===== config.mk =====
export PLATFORM = sky130hd
export DESIGN_NAME = pccard_host_cycle
export DESIGN_NICKNAME = d
export VERILOG_FILES = /design/src/rtl/pccard_host_cycle.sv
export SDC_FILE = /design/constraint.sdc
export NUM_CORES = 1
export LEC_CHECK = 0
export CAP_MARGIN = 20
export CORE_UTILIZATION = 40
export CTS_BUF_LIST = sky130_fd_sc_hd__clkbuf_8
export DETAILED_ROUTE_END_ITERATION = 12
export PLACE_DENSITY = 0.72
export SLEW_MARGIN = 30
export SYNTH_ARGS = -nofsm -noshare
export SYNTH_HDL_FRONTEND = slang
export SYNTH_SLANG_ARGS = --single-unit

===== constraint.sdc =====
create_clock -name clk_26 -period 1.8 [get_ports clk_26]
set_input_delay 0.45 -clock clk_26 [delete_from_list [all_inputs] [get_ports clk_26]]
set_output_delay 0.45 -clock clk_26 [all_outputs]
set_load 0.1 [all_outputs]

===== src/rtl/pccard_host_cycle.sv =====
// pccard_host_cycle: 8-bit PC Card / CF host bus initiator with programmable setup/strobe/hold and WAIT stretch.
// Optional INPACK_n qualification of I/O reads is enabled by defining PCC_INPACK_CHECK_EN.
module pccard_host_cycle #(
   parameter int T_SETUP      = 2,
   parameter int T_STROBE     = 8,
   parameter int T_HOLD       = 2,
   parameter int WAIT_TIMEOUT = 255
) (
   input  logic        clk_26,
   input  logic        rst_n,
   input  logic        req,
   input  logic [2:0]  cmd,
   input  logic [15:0] addr,
   input  logic [7:0]  wdata,
   output logic        busy,
   output logic        done,
   output logic        err,
   output logic [7:0]  rdata,
   output logic [15:0] A,
   output logic [7:0]  D_out,
   output logic        D_oe,
   input  logic [7:0]  D_in,
   output logic        CE1_n,
   output logic        CE2_n,
   output logic        REG_n,
   output logic        OE_n,
   output logic        WE_n,
   output logic        IORD_n,
   output logic        IOWR_n,
   input  logic        WAIT_n,
   input  logic        INPACK_n
);

`ifdef PCC_INPACK_CHECK_EN
   localparam bit INPACK_CHK = 1'b1;
`else
   localparam bit INPACK_CHK = 1'b0;
`endif

   typedef enum logic [2:0] {IDLE, SETUP, STROBE, WAITX, HOLD} state_t;

   state_t      state_q, state_d;
   logic [5:0]  cnt_q, cnt_d;
   logic [9:0]  wcnt_q, wcnt_d;
   logic [2:0]  cmd_q;
   logic [15:0] addr_q;
   logic [7:0]  wdata_q, rdata_q;
   logic        wait_s1, wait_s2;
   logic        cyc_err_q, done_q, err_q;
   logic        start, rsv, fin, cap, tmo, ipk_bad;
   logic        is_rd, active, strobe_on;

   assign is_rd   = ~cmd_q[0];
   // A missing INPACK_n on an I/O read voids the captured byte.
   assign ipk_bad = INPACK_CHK && cap && (cmd_q == 3'b100) && INPACK_n;

   always_comb begin
      state_d = state_q;
      cnt_d   = cnt_q;
      wcnt_d  = wcnt_q;
      start   = 1'b0;
      rsv     = 1'b0;
      fin     = 1'b0;
      cap     = 1'b0;
      tmo     = 1'b0;
      unique case (state_q)
         IDLE: begin
            if (req) begin
               if (cmd[2:1] == 2'b11) begin
                  rsv = 1'b1;
               end else begin
                  start   = 1'b1;
                  cnt_d   = '0;
                  state_d = SETUP;
               end
            end
         end
         SETUP: begin
            if (cnt_q == 6'(T_SETUP - 1)) begin
               cnt_d   = '0;
               state_d = STROBE;
            end else begin
               cnt_d = cnt_q + 6'd1;
            end
         end
         STROBE: begin
            if (cnt_q == 6'(T_STROBE - 1)) begin
               cnt_d = '0;
               if (!wait_s2) begin
                  wcnt_d  = '0;
                  state_d = WAITX;
               end else begin
                  cap     = is_rd;
                  state_d = HOLD;
               end
            end else begin
               cnt_d = cnt_q + 6'd1;
            end
         end
         WAITX: begin
            // Release wins over timeout when both land on the same cycle.
            if (wait_s2) begin
               cap     = is_rd;
               state_d = HOLD;
            end else if (wcnt_q == 10'(WAIT_TIMEOUT - 1)) begin
               tmo     = 1'b1;
               state_d = HOLD;
            end else begin
               wcnt_d = wcnt_q + 10'd1;
            end
         end
         HOLD: begin
            if (cnt_q == 6'(T_HOLD - 1)) begin
               fin     = 1'b1;
               state_d = IDLE;
            end else begin
               cnt_d = cnt_q + 6'd1;
            end
         end
         default: state_d = IDLE;
      endcase
   end

   always_ff @(posedge clk_26 or negedge rst_n) begin
      if (!rst_n) begin
         state_q   <= IDLE;
         cnt_q     <= '0;
         wcnt_q    <= '0;
         cmd_q     <= '0;
         addr_q    <= '0;
         wdata_q   <= '0;
         rdata_q   <= '0;
         wait_s1   <= 1'b1;
         wait_s2   <= 1'b1;
         cyc_err_q <= 1'b0;
         done_q    <= 1'b0;
         err_q     <= 1'b0;
      end else begin
         state_q <= state_d;
         cnt_q   <= cnt_d;
         wcnt_q  <= wcnt_d;
         wait_s1 <= WAIT_n;
         wait_s2 <= wait_s1;
         if (start) begin
            cmd_q     <= cmd;
            addr_q    <= addr;
            wdata_q   <= wdata;
            cyc_err_q <= 1'b0;
         end else if (tmo || ipk_bad) begin
            cyc_err_q <= 1'b1;
         end
         if (cap && !ipk_bad) rdata_q <= D_in;
         done_q <= fin | rsv;
         err_q  <= rsv | (fin & cyc_err_q);
      end
   end

   // Bus outputs decode straight from state so an async reset drops them at once.
   assign active    = (state_q != IDLE);
   assign strobe_on = (state_q == STROBE) || (state_q == WAITX);

   assign busy   = active;
   assign done   = done_q;
   assign err    = err_q;
   assign rdata  = rdata_q;
   assign A      = addr_q;
   assign D_out  = wdata_q;
   assign D_oe   = active & cmd_q[0];
   assign CE1_n  = ~active;
   assign CE2_n  = 1'b1;
   assign REG_n  = ~(active & ~cmd_q[1]);
   assign OE_n   = ~(strobe_on & ~cmd_q[2] & ~cmd_q[0]);
   assign WE_n   = ~(strobe_on & ~cmd_q[2] &  cmd_q[0]);
   assign IORD_n = ~(strobe_on &  cmd_q[2] & ~cmd_q[0]);
   assign IOWR_n = ~(strobe_on &  cmd_q[2] &  cmd_q[0]);

endmodule


==> flow_summary.toml <==
[placement]
place_congestion = 0.839
dpl_worst_slack_ps = -150
dp_hpwl_um = 4730
portBuffers = 80
dpl.cell_count = 404

[min_path]
hp-class = "input pin to asynchronous set/reset pin"

[worst_setup_path]
max_stage_delay_ps = 470
cp_max_fo = 6
path_class = "flop to output pin"
cp_slowest_cell = "dfrtp_2"
start_kind = "flop"
path_cells = "nand2b_4 -> or3_4 -> buf_12"
cp-end-kind = "output pin"
crit_family = "simple AND/OR/NAND/NOR gates"
crit_required_ps = 1350
worst-path-buf-inv = 1
cp.arrival_ps = 1490

[logic_synthesis]
synth_area_um2 = 2780
synth_top_flop_cell = "dfrtp_1"
yosysTopAreaCellShare_pct = 51.4
async_flop_share_pct = 100
synth.area.top_cells = "dfrtp_1 51%, mux2_1 13%, nor2_1 2.8%"
postSynthCellCount = 225
synth_area_leader_cell = "dfrtp_1"
ys_seq_area_share_pct = 53.2
ys_ff_latch = 59
yosys_warnings = 0
synth_edf_count = 0
syn_nets = 269
synth.distinct_cells = 56
syn_avg_cell_area_um2 = 12.3

[timing]
fin_ws_ps = -138
finalHoldViolCount = 0
finalCritPeriodShare_pct = 108
finalSetupViolCount = 10
min_period_ps = 1940
rsz0062_at_grt = "true"
slew_violations = 0
finClkSkew_ps = 9.32
fin_tns_setup_ps = -781
max_freq_mhz = 516

[run_status]
failed_checks = "setup timing"
status = "complete, but fails checks"

[drt]
avgRoutedWirePerCell_um = 16.2
wl_met1_um = 2840
firstDrtPassIters = 4
drt_iter0_markers = 97
wl_um = 7030
drtAntennaViolNets = 0
drc = 0
route.met3.wl_um = 500
dr_wl_met2_um = 3570
vias_per_cell = 5.12
top_layer = "met4"
vias = 2218

[cts]
root_buffer = "clkbuf_8"
cts_tree = "yes"
clk_latency_ps = 340
clock_sinks = 59
htreeDepth = 3
ctsHoldBuffers = 0
path_clk_slew_ps = 70
clk_path_buf_depth = 2
numCtsBuffers = 9

[layout]
register_area_um2 = 1480
num-fill-cells = 452
stdcell_count = 433
postLayoutCoreUtil_pct = 71.3
area_delta_synth_final_pct = 73.4
diodes = 0
multi_input_area_um2 = 1420
finalNetCount = 392
drive_above_1_share_pct = 45.0

[die]
rows = 30
die_w_um = 85.3
core_area_um2 = 6760
initial_core_util_pct = 41.1
dieArea_um2 = 7280
io_pins = 83
dieHeight_um = 85.3

[global_routing]
antenna_found_initial = 0
grt_pass1_wl_um = 11500
grt_max_degree = 60
overflow = 0
grt_pass1_vias = 2440
grt_usage_pct = 20.6

[flow_run]
cap_violations = 0
-- layout by cell type, fill, tap and decap left out, types with 3 or more instances in the layout --
cell type,count
inv_1,4
buf_12,46
ha_1,3
clkbuf_8,10
mux2_4,25
dfrtp_2,3
mux2i_1,3
o21ai_1,4
buf_4,37
o21bai_1,3
nor2_1,20
a211oi_1,3
nand2_1,9
and3_1,3
and2_1,3
mux2_1,8
clkdlybuf4s50_1,37
dfrtp_1,54
xor2_1,9
-- area by class of cell --
type	count	area share (%)
flip-flops and latches	59	30.8
clock inverters	6	1.69
inverters	4	0.312
clock buffers	10	2.86
repair buffers	122	32.8
multi-input cells	152	29.5
well taps	80	2.08
-- cell usage after synthesis, drive strengths merged, types with 2 or more instances --
library cell	count
buf	10
and4	2
nand3	4
mux2i	3
and2	4
ha	4
o211ai	2
nor2b	4
a21oi	2
o21bai	3
nor3b	3
o22ai	2
nand2b	3
inv	3
nor4b	2
a31oi	2
o21ai	4
nand4	2
a211oi	4
mux2	34
o2111ai	2
dfstp	2
dfrtp	57
nand2	10
nor3	4
xor2	9
and3	4
nor2	21
-- final timing paths --
kind	slack [ps]	cells past startpoint	start	to
min	90	2	rst_n	cnt_q[3]
max reg2reg	-60	7	state_q[1]	cnt_q[2]
min in group clk_26	360	0	wait_s1	wait_s2
max	-140	3	state_q[2]	OE_n
max in group asynchronous	1400	2	rst_n	wait_s2
min reg2reg	360	0	wait_s1	wait_s2
-- worst register-to-register path, cell delays in order (launching register included) --
cell and delay (ps):
dfrtp_2 440, buf_4 140, buf_4 110, or3b_4 400
o21a_1 150, o311a_4 160, o21bai_1 170, a21o_1 190
-- flip-flops by register name, summed over array words and instances (netlist names) --
signal     cells
done           1
wait_s1        1
A             16
err            1
wcnt_q        10
rdata          8
cmd_q          3
wait_s2        1
cnt_q          6
D_out          8
state_q        3
cyc_err_q      1
-- timing repair --
item	in CTS	in global routing
setup buffers	7	6
gates resized for setup	7	13
setup endpoints to repair	19	26
pin swaps	3	6
-- kinds of logic (layout without fill, tap and decap cells) --
| logic type | Yosys count | after routing | synth area share, % |
|---|---|---|---|
| flops | 59 | 59 | 53.2 |
| compound gates | 30 | 30 | 8.47 |
| other cells | 1 | 1 | 0.135 |
| mux | 37 | 37 | 14.9 |
| buf+inv | 14 | 142 | 3.15 |
| xor+xnor | 10 | 10 | 3.15 |
| fa+ha+maj | 4 | 4 | 1.80 |
| simple gates | 70 | 70 | 15.2 |
-- metrics by stage --
| stage | hold WS (ps) | cell area (um2) |
|---|---|---|
| final | 91.7 | 4820 |
| after global routing | 115 | 4820 |
| after CTS | 104 | 4710 |
| after detailed placement | 353 | 4410 |
| after global placement | 347 | 4410 |
| after floorplan | 154 | 2920 |
-- metal layers --
| layer | global-route usage (%) | vias up |
|---|---|---|
| met3 | 8.37 | 13 |
| met5 | 0 | - |
| met1 | 24.2 | 1083 |
| met4 | 8.64 | 0 |
| met2 | 33.7 | 75 |
| li1 | - | 1047 |
Power is left out: the tool's default activity adds up to more than one toggle a clock period on the data nets, which glitch-free logic cannot reach.
